$ cat config.mk
export PLATFORM = sky130hd
export DESIGN_NAME = nco_lfo_ctrl
export DESIGN_NICKNAME = d
export VERILOG_FILES = /design/src/rtl/nco_lfo_ctrl.sv
export SDC_FILE = /design/constraint.sdc
export NUM_CORES = 1
export LEC_CHECK = 0
export ABC_CLOCK_PERIOD_IN_PS = 3000
export CELL_PAD_IN_SITES_DETAIL_PLACEMENT = 1
export CELL_PAD_IN_SITES_GLOBAL_PLACEMENT = 1
export CORE_MARGIN = 5
export CORE_UTILIZATION = 28
export DETAILED_ROUTE_END_ITERATION = 8
export GPL_ROUTABILITY_DRIVEN = 0
export PLACE_DENSITY_LB_ADDON = 0.12
export SLEW_MARGIN = 30
export SYNTH_ARGS = -nofsm -noshare
export SYNTH_HDL_FRONTEND = slang
export SYNTH_SLANG_ARGS = --single-unit
$ cat constraint.sdc
create_clock -name clk -period 3 [get_ports clk]
set_clock_uncertainty 0.05 [all_clocks]
set_input_delay 0.6 -clock clk [delete_from_list [all_inputs] [get_ports clk]]
set_output_delay 0.6 -clock clk [all_outputs]
set_load 0.01 [all_outputs]
$ cat src/rtl/nco_lfo_ctrl.sv
// Rate divider and start/stop sequencer for the triangle LFO NCO; mod/mod_vld follow nco_nxt by one clock.
// Stopping drains the wave to zero before dropping nco_en; cfg is valid/ready with one pending slot.
module nco_lfo_ctrl #(
  parameter int N       = 8,
  parameter int DIV_W   = 16,
  parameter int DEF_DIV = 1000
) (
  input  logic             clk,
  input  logic             rst,
  input  logic             run,
  input  logic             smp_tick,
  input  logic [DIV_W-1:0] cfg_div,
  input  logic             cfg_vld,
  output logic             cfg_rdy,
  output logic             nco_en,
  output logic             nco_nxt,
  input  logic [N-1:0]     nco_wav,
  output logic [N-1:0]     mod,
  output logic             mod_vld,
  output logic             busy
);

  typedef enum logic [1:0] {IDLE, RUN, DRAIN} state_t;

  state_t           state, state_nxt;
  logic [DIV_W-1:0] div_q, cnt, pend;
  logic             pend_vld;
  logic             nxt_q;
  logic [N-1:0]     mod_q;
  logic             active, wrap, cfg_acc, going_idle;

  always_ff @(posedge clk) begin
    if (!rst) state <= IDLE;
    else      state <= state_nxt;
  end

  always_comb begin
    state_nxt = state;
    case (state)
      IDLE:    if (run) state_nxt = RUN;
      RUN:     if (!run) state_nxt = DRAIN;
      DRAIN: begin
        if (run)                         state_nxt = RUN;
        else if (mod_vld && mod == '0)   state_nxt = IDLE;
      end
      default: state_nxt = IDLE;
    endcase
  end

  assign active     = (state != IDLE);
  assign wrap       = active && smp_tick && (cnt == div_q);
  assign going_idle = active && (state_nxt == IDLE);
  assign cfg_rdy    = rst && !pend_vld;
  assign cfg_acc    = cfg_vld && cfg_rdy;
  assign nco_en     = active;
  assign busy       = active;
  // A step already in flight when the wave hits zero is dropped so the NCO stops exactly at zero.
  assign nco_nxt    = nxt_q && !going_idle;
  // The NCO has just stepped during the strobe cycle, so mod shows the fresh wave and then holds it.
  assign mod        = mod_vld ? nco_wav : mod_q;

  always_ff @(posedge clk) begin
    if (!rst) begin
      div_q    <= DIV_W'(DEF_DIV);
      cnt      <= '0;
      pend     <= '0;
      pend_vld <= 1'b0;
      nxt_q    <= 1'b0;
      mod_q    <= '0;
      mod_vld  <= 1'b0;
    end else begin
      nxt_q   <= wrap && !going_idle;
      mod_vld <= nco_nxt;
      if (mod_vld) mod_q <= nco_wav;

      if (!active)       cnt <= '0;
      else if (smp_tick) cnt <= wrap ? '0 : cnt + DIV_W'(1);

      // Divider changes only land on a period boundary, or immediately when the divider is idle.
      if (!active || going_idle) begin
        if (pend_vld) begin
          div_q    <= pend;
          pend_vld <= 1'b0;
        end else if (cfg_acc) begin
          div_q <= cfg_div;
        end
      end else begin
        if (wrap && pend_vld) begin
          div_q    <= pend;
          pend_vld <= 1'b0;
        end else if (cfg_acc) begin
          pend     <= cfg_div;
          pend_vld <= 1'b1;
        end
      end
    end
  end

endmodule
==> flow_metrics.env, run 1 <==
export IMPL_status="completed"
export IMPL_critPathArrivalTime_ns=3.10
export IMPL_design_core_area_mm2=0.00982
export IMPL_cp_end_kind="flop"
export IMPL_dr_max_layer_used="met4"
export IMPL_grt_pass1_vias=2288
export IMPL_vdd_drop_max_mv=0.166
export IMPL_fill_cells=1166
export IMPL_avgRoutedWirePerCell_um=14.1
export IMPL_wirelength_mm=6.81
export IMPL_ys_seq_elements=61
export IMPL_hold_class="flop to flop"
export IMPL_port_buffers=41
export IMPL_vias_per_cell=4.50
export IMPL_worstPathCellList="clkdlybuf4s50_1 > or4_4 > nor4_4 > o21ai_2 > buf_4 > buf_4 > buf_4 > buf_4 > buf_4 > buf_4 > buf_4 > buf_4 > buf_4 > and3_1"
export IMPL_grt_pass1_wl_mm=11.5
export IMPL_routedLengthMet1_mm=3.47
export IMPL_slew_viol_final=0
export IMPL_syn_area_per_cell_um2=9.91
export IMPL_synth_seq_area_share_pct=43.2
export IMPL_synthArstFlopShare_pct=0
export IMPL_start_kind="input pin"
export IMPL_p_per_area_mw_per_mm2=490
export IMPL_dr_wl_met2_mm=3.04
export IMPL_slowest_stage="or4_4"
export IMPL_synth_cell_types=37
export IMPL_met3WireLength_um=202
export IMPL_max_freq_mhz=342
export IMPL_period_needed_ns=2.93
export IMPL_maxCapViolCount=0
export IMPL_firstDrtPassIters=4
export IMPL_initial_core_util_pct=28.8
export IMPL_syn_inst=285
export IMPL_final_core_util_pct=38.1
export IMPL_synth_cell_area_mm2=0.00283
export IMPL_cp_required_ns=3.18
export IMPL_htree_levels=3
export IMPL_drtIter0Drc=50
export IMPL_p_leak_uw=0.00153
export IMPL_tightestPinTransition_ns=0.437
export IMPL_clock_latency_ns=0.33
export IMPL_area_growth_pct=32.4
export IMPL_dp_hpwl_mm=5.03
export IMPL_antenna_found_initial=0
export IMPL_cts_tree="done"
export IMPL_max_stage_delay_ns=0.51
export IMPL_routed_via_count=2174
export IMPL_drive_above_1_share_pct=20.9
export IMPL_drc=0
export IMPL_final_antenna_net_count=0
export IMPL_path_common_cell="buf_4"
export IMPL_die_width_um=110
export IMPL_overflow=0
export IMPL_synth_nets=315
export IMPL_antenna_cells=0
export IMPL_cts_clk_slew_worst_paths_ns=0.07
export IMPL_synth_edff_count=0
export IMPL_io_pins=42
export IMPL_hold_viol_final=0
export IMPL_cts_path_max_buffers=2
export IMPL_clock_sinks=61
export IMPL_rsz0062_at_grt="no"
export IMPL_path_max_fanout=2
export IMPL_synth_warnings=0
export IMPL_timing_hold_ws_ns=0.441
export IMPL_worstSetupPathType="input pin to flop"
export IMPL_fin_setup_tns_ns=0
export IMPL_cts_root_buffer="clkbuf_8"
export IMPL_cts_buffers=9
export IMPL_ctsHoldBuffers=0
export IMPL_relSlewSlack_pct=70.8
export IMPL_finalSetupViolations=0
export IMPL_dieArea_mm2=0.0122
export IMPL_synthFlopType="dfxtp_1"
export IMPL_nets=375
export IMPL_die_h_um=110
export IMPL_grt_max_degree=30
export IMPL_std_cell_rows=36
export IMPL_grt_util_all_layers_pct=11.4
export IMPL_period_share_pct=97.5
==> metrics by stage <==
stage	instance area (um^2)	total power, uW	instances	setup WS [ns]
global route	3740	1930	483	0.00207
floorplan	2830	999	285	0.413
finish	3740	1830	483	0.0737
CTS	3720	1870	483	0.0313
global placement	3440	1090	459	-0.217
detailed placement	3440	1090	459	-0.271
==> repair_timing <==
action	CTS	global route
setup buffers	8	0
endpoints found under the hold margin	0	0
pin swaps	2	4
gates resized for setup	4	4
setup endpoints to repair	1	3
cloned	0	0
==> registers in the layout, summed over array words and instances (netlist names) <==
name / cells
mod_q: 8
nxt_q: 1
mod_vld: 1
pend_vld: 1
cnt: 16
div_q: 16
pend: 16
state: 2
==> kinds of logic (layout without fill, tap and decap cells) <==
group / after synthesis / in the layout / synth area share, %
muxes: 37 / 37 / 13.7
AOI/OAI and AO/OA: 35 / 35 / 10.4
adders and majority gates: 1 / 1 / 0.443
DFF: 61 / 61 / 43.2
xor gates and xnor gates: 32 / 32 / 9.92
and+or+nand+nor: 100 / 100 / 18.6
buffers and inverters: 19 / 84 / 3.72
==> path summary, 6_finish.rpt <==
check | cells after the start | start | endpoint | slack (ns)
hold reg to reg | 1 | nxt_q | mod_vld | 0.44
setup reg to reg | 13 | state[0] | mod_vld | 0.41
hold / removal | 1 | nxt_q | mod_vld | 0.44
setup / recovery | 14 | nco_wav[4] | mod_vld | 0.07
==> Yosys cell counts (all sizes together) (7+ instances only) <==
| library cell | count | area (um^2) |
|---|---|---|
| and2 | 10 | 62.6 |
| xor2 | 16 | 140 |
| o221a | 10 | 113 |
| nand2 | 16 | 60.1 |
| xnor2 | 16 | 140 |
| dfxtp | 61 | 1220 |
| a21oi | 11 | 55.1 |
| mux2 | 14 | 158 |
| buf | 7 | 60.1 |
| nor2 | 35 | 131 |
| clkbuf | 10 | 37.5 |
| mux2i | 23 | 230 |
| o22ai | 10 | 62.6 |
==> cells in the final DEF (no fill, tap or decap), drive strengths merged, types with 2 or more instances in the layout <==
| cell | Yosys | routed |
|---|---|---|
| nor4 | 2 | 2 |
| o22ai | 10 | 10 |
| clkbuf | 10 | 13 |
| o221a | 10 | 10 |
| and2 | 10 | 10 |
| nor2 | 35 | 35 |
| xor2 | 16 | 16 |
| or2 | 2 | 2 |
| nand2b | 6 | 6 |
| inv | 2 | 2 |
| o21ai | 2 | 2 |
| nand3 | 4 | 4 |
| nand4 | 6 | 6 |
| and4 | 2 | 2 |
| nor4b | 2 | 2 |
| xnor2 | 16 | 16 |
| dfxtp | 61 | 61 |
| dlymetal6s2s | 0 | 2 |
| nand2 | 16 | 16 |
| clkdlybuf4s50 | 0 | 38 |
| mux2 | 14 | 14 |
| a21oi | 11 | 11 |
| mux2i | 23 | 23 |
| and3 | 6 | 6 |
| nor2b | 2 | 2 |
| buf | 7 | 25 |
==> per-layer routing <==
layer,GRT usage (%),vias up
met5,0,-
met4,4.43,0
met3,2.95,7
met2,17.6,36
met1,15.3,1018
li1,-,1113
==> critical path, delay by kind of cell <==
| kind | cells | cell delay, ns |
|---|---|---|
| AND/OR/NAND/NOR | 3 | 0.91 |
| AO/OA/AOI/OAI | 1 | 0.08 |
| buffers and inverters | 10 | 1.51 |
==> power breakdown <==
part           switching, uW  total, uW  internal [uW]
Clock                    310        760            451
Combinational           93.4        215            122
Sequential              20.9        857            836
==> final cells by class <==
type                            instances  area [um^2]  area share, %
Multi-Input combinational cell        205         1520           40.6
Sequential cell                        61         1220           32.7
Timing Repair Buffer                   66          616           16.5
Clock buffer                           13          169           4.52
Tap cell                              133          166           4.45
Clock inverter                          3         42.5           1.14
Inverter                                2         7.51          0.201
Note: power is estimated with default switching activity, not from simulation.
==> inputs of run 2 (changes only) <==
==> constraint.sdc (replaced) <==
create_clock -name clk -period 3 [get_ports clk]
set_clock_uncertainty 0.05 [all_clocks]
set_input_delay 0.6 -clock clk [delete_from_list [all_inputs] [get_ports clk]]
set_output_delay 0.6 -clock clk [all_outputs]
set_load 0.1 [all_outputs]
==> run 2 against run 1 <==
  * Register-to-register slack improved by 0.23 ns
  * Worst hold slack improved by 0.0047 ns
  * Via count decreased by 2.9%
  * Worst setup slack got worse by 0.0081 ns
  * Non-clock buffer count decreased by 13
  * Global-route usage increased by 0.21 points
  * Sequential power about the same
  * Critical path depth decreased by 8
  * Sequential cell count unchanged
  * Combinational power increased by 9%
  * Critical path type is now input pin to output pin
  * Largest cell class unchanged
==> flow_metrics.env, run 2 (same netlist as run 1, synthesis figures left out) <==
export IMPL_cp_end_kind="output pin"
export IMPL_grt_pass1_vias=2256
export IMPL_crit_start="nco_wav[4]"
export IMPL_cp_required_ns=2.35
export IMPL_rr_startpoint="mod_vld"
export IMPL_antenna_cells=0
export IMPL_std_cell_rows=36
export IMPL_r2r_slack_ns=0.64
export IMPL_period_share_pct=97.8
export IMPL_worstReg2RegEnd="div_q[1]"
export IMPL_initial_core_util_pct=28.8
export IMPL_design_core_area_mm2=0.00982
export IMPL_fill_cells=1170
export IMPL_clock_sinks=61
export IMPL_die_h_um=110
export IMPL_ctsHoldBuffers=0
export IMPL_max_freq_mhz=341
export IMPL_vias_per_cell=4.49
export IMPL_final_cell_mix="60 x dfxtp_1, 35 x nor2_1, 28 x clkdlybuf4s50_1"
export IMPL_start_kind="input pin"
export IMPL_finalSetupViolations=0
export IMPL_tightestPinTransition_ns=0.471
export IMPL_cts_root_buffer="clkbuf_8"
export IMPL_drc=0
export IMPL_port_buffers=41
export IMPL_routed_via_count=2110
export IMPL_dieArea_mm2=0.0122
export IMPL_grt_pass1_wl_mm=11.6
export IMPL_worstSetupPathType="input pin to output pin"
export IMPL_cts_clk_slew_worst_paths_ns=0.07
export IMPL_reg2reg_depth=7
export IMPL_multiInputGateArea_mm2=0.00152
export IMPL_grt_max_degree=26
export IMPL_dp_hpwl_mm=4.96
export IMPL_critPathCapture="nco_nxt"
export IMPL_top_regs="cnt x16, div_q x16, pend x16"
export IMPL_p_leak_uw=0.00153
export IMPL_final_common_cell="dfxtp_1"
export IMPL_hold_class="flop to flop"
export IMPL_hold_viol_final=0
export IMPL_vdd_drop_max_mv=0.191
export IMPL_grt_util_all_layers_pct=11.7
export IMPL_cts_buffers=9
export IMPL_drive_above_1_share_pct=22.3
export IMPL_fin_setup_tns_ns=0
export IMPL_avgRoutedWirePerCell_um=14.2
export IMPL_post_cts_buffers=0
export IMPL_clock_latency_ns=0.34
export IMPL_nets=362
export IMPL_path_max_fanout=3
export IMPL_dp_cells=454
export IMPL_antenna_found_initial=0
export IMPL_p_per_area_mw_per_mm2=525
export IMPL_drtIter0Drc=65
export IMPL_critPathArrivalTime_ns=2.28
export IMPL_wirelength_mm=6.69
export IMPL_maxCapViolCount=0
export IMPL_place_area_mm2=0.00350
export IMPL_overflow=0
export IMPL_rsz0062_at_grt="no"
export IMPL_status="completed"
export IMPL_firstDrtPassIters=4
export IMPL_stdcell_area_mm2=0.00376
export IMPL_htree_levels=3
export IMPL_cts_path_max_buffers=2
export IMPL_regArea_mm2=0.00122
export IMPL_slew_viol_final=0
export IMPL_final_cells=470
export IMPL_io_pins=42
export IMPL_area_growth_pct=33.2
export IMPL_die_width_um=110
export IMPL_relSlewSlack_pct=68.6
export IMPL_period_needed_ns=2.93
export IMPL_final_antenna_net_count=0
export IMPL_cts_tree="done"
run 2: how the worst min path moves through the flow:
stage | from | slack (ns) | end | depth (start not counted)
4_1_cts | nxt_q | 0.44 | mod_vld | 1
6_report | pend[6] | 0.45 | pend[6] | 2
3_5_place_dp | nxt_q | 0.43 | mod_vld | 1
3_3_place_gp | nxt_q | 0.41 | mod_vld | 1
2_1_floorplan | state[1] | 0.40 | state[0] | 1
5_1_grt | nxt_q | 0.47 | mod_vld | 1
run 2: through the flow:
stage / setup WS [ns] / hold WS (ns) / power (uW) / utilization [%]
after floorplan: 0.0527 / 0.399 / 1020 / -
after global placement: -0.0350 / 0.411 / 1110 / 35.7
after detailed placement: -0.0919 / 0.425 / 1110 / 35.7
after CTS: 0.00404 / 0.440 / 2010 / 38.2
after global routing: 0.00308 / 0.472 / 2070 / 38.3
final: 0.0656 / 0.446 / 1980 / 38.3
run 2: cell type report:
class | instances | share of cell area [%]
inverters | 2 | 0.200
repair buffers | 53 | 16.1
well taps | 133 | 4.42
multi-input cells | 205 | 40.3
clock inverters | 3 | 1.73
flip-flops and latches | 61 | 32.5
clock buffers | 13 | 4.76
run 2: metal layers:
layer  track usage (%)  up-vias  part of all wire [%]
met3              3.77        8                   3.6
met4              4.19        0                   1.6
met1              16.0      974                    52
met2              17.1       36                    43
met5                 0        -                     0
li1                  -     1092                     -
run 2: critical path, cell delays in order:
cell and delay (ns):
clkdlybuf4s50_1 0.43, or4_4 0.59, nor4_4 0.22, o21ai_1 0.11
and2_4 0.18, buf_12 0.16
run 2: where the power goes:
part,total [uW],internal (uW),switching (uW)
clock,887,558,329
sequential,856,836,20.3
combinational,234,120,114
run 2: timing repair:
item | CTS | global route
setup endpoints to repair | 1 | 1
pin swaps | 0 | 1
gates resized for setup | 2 | 2
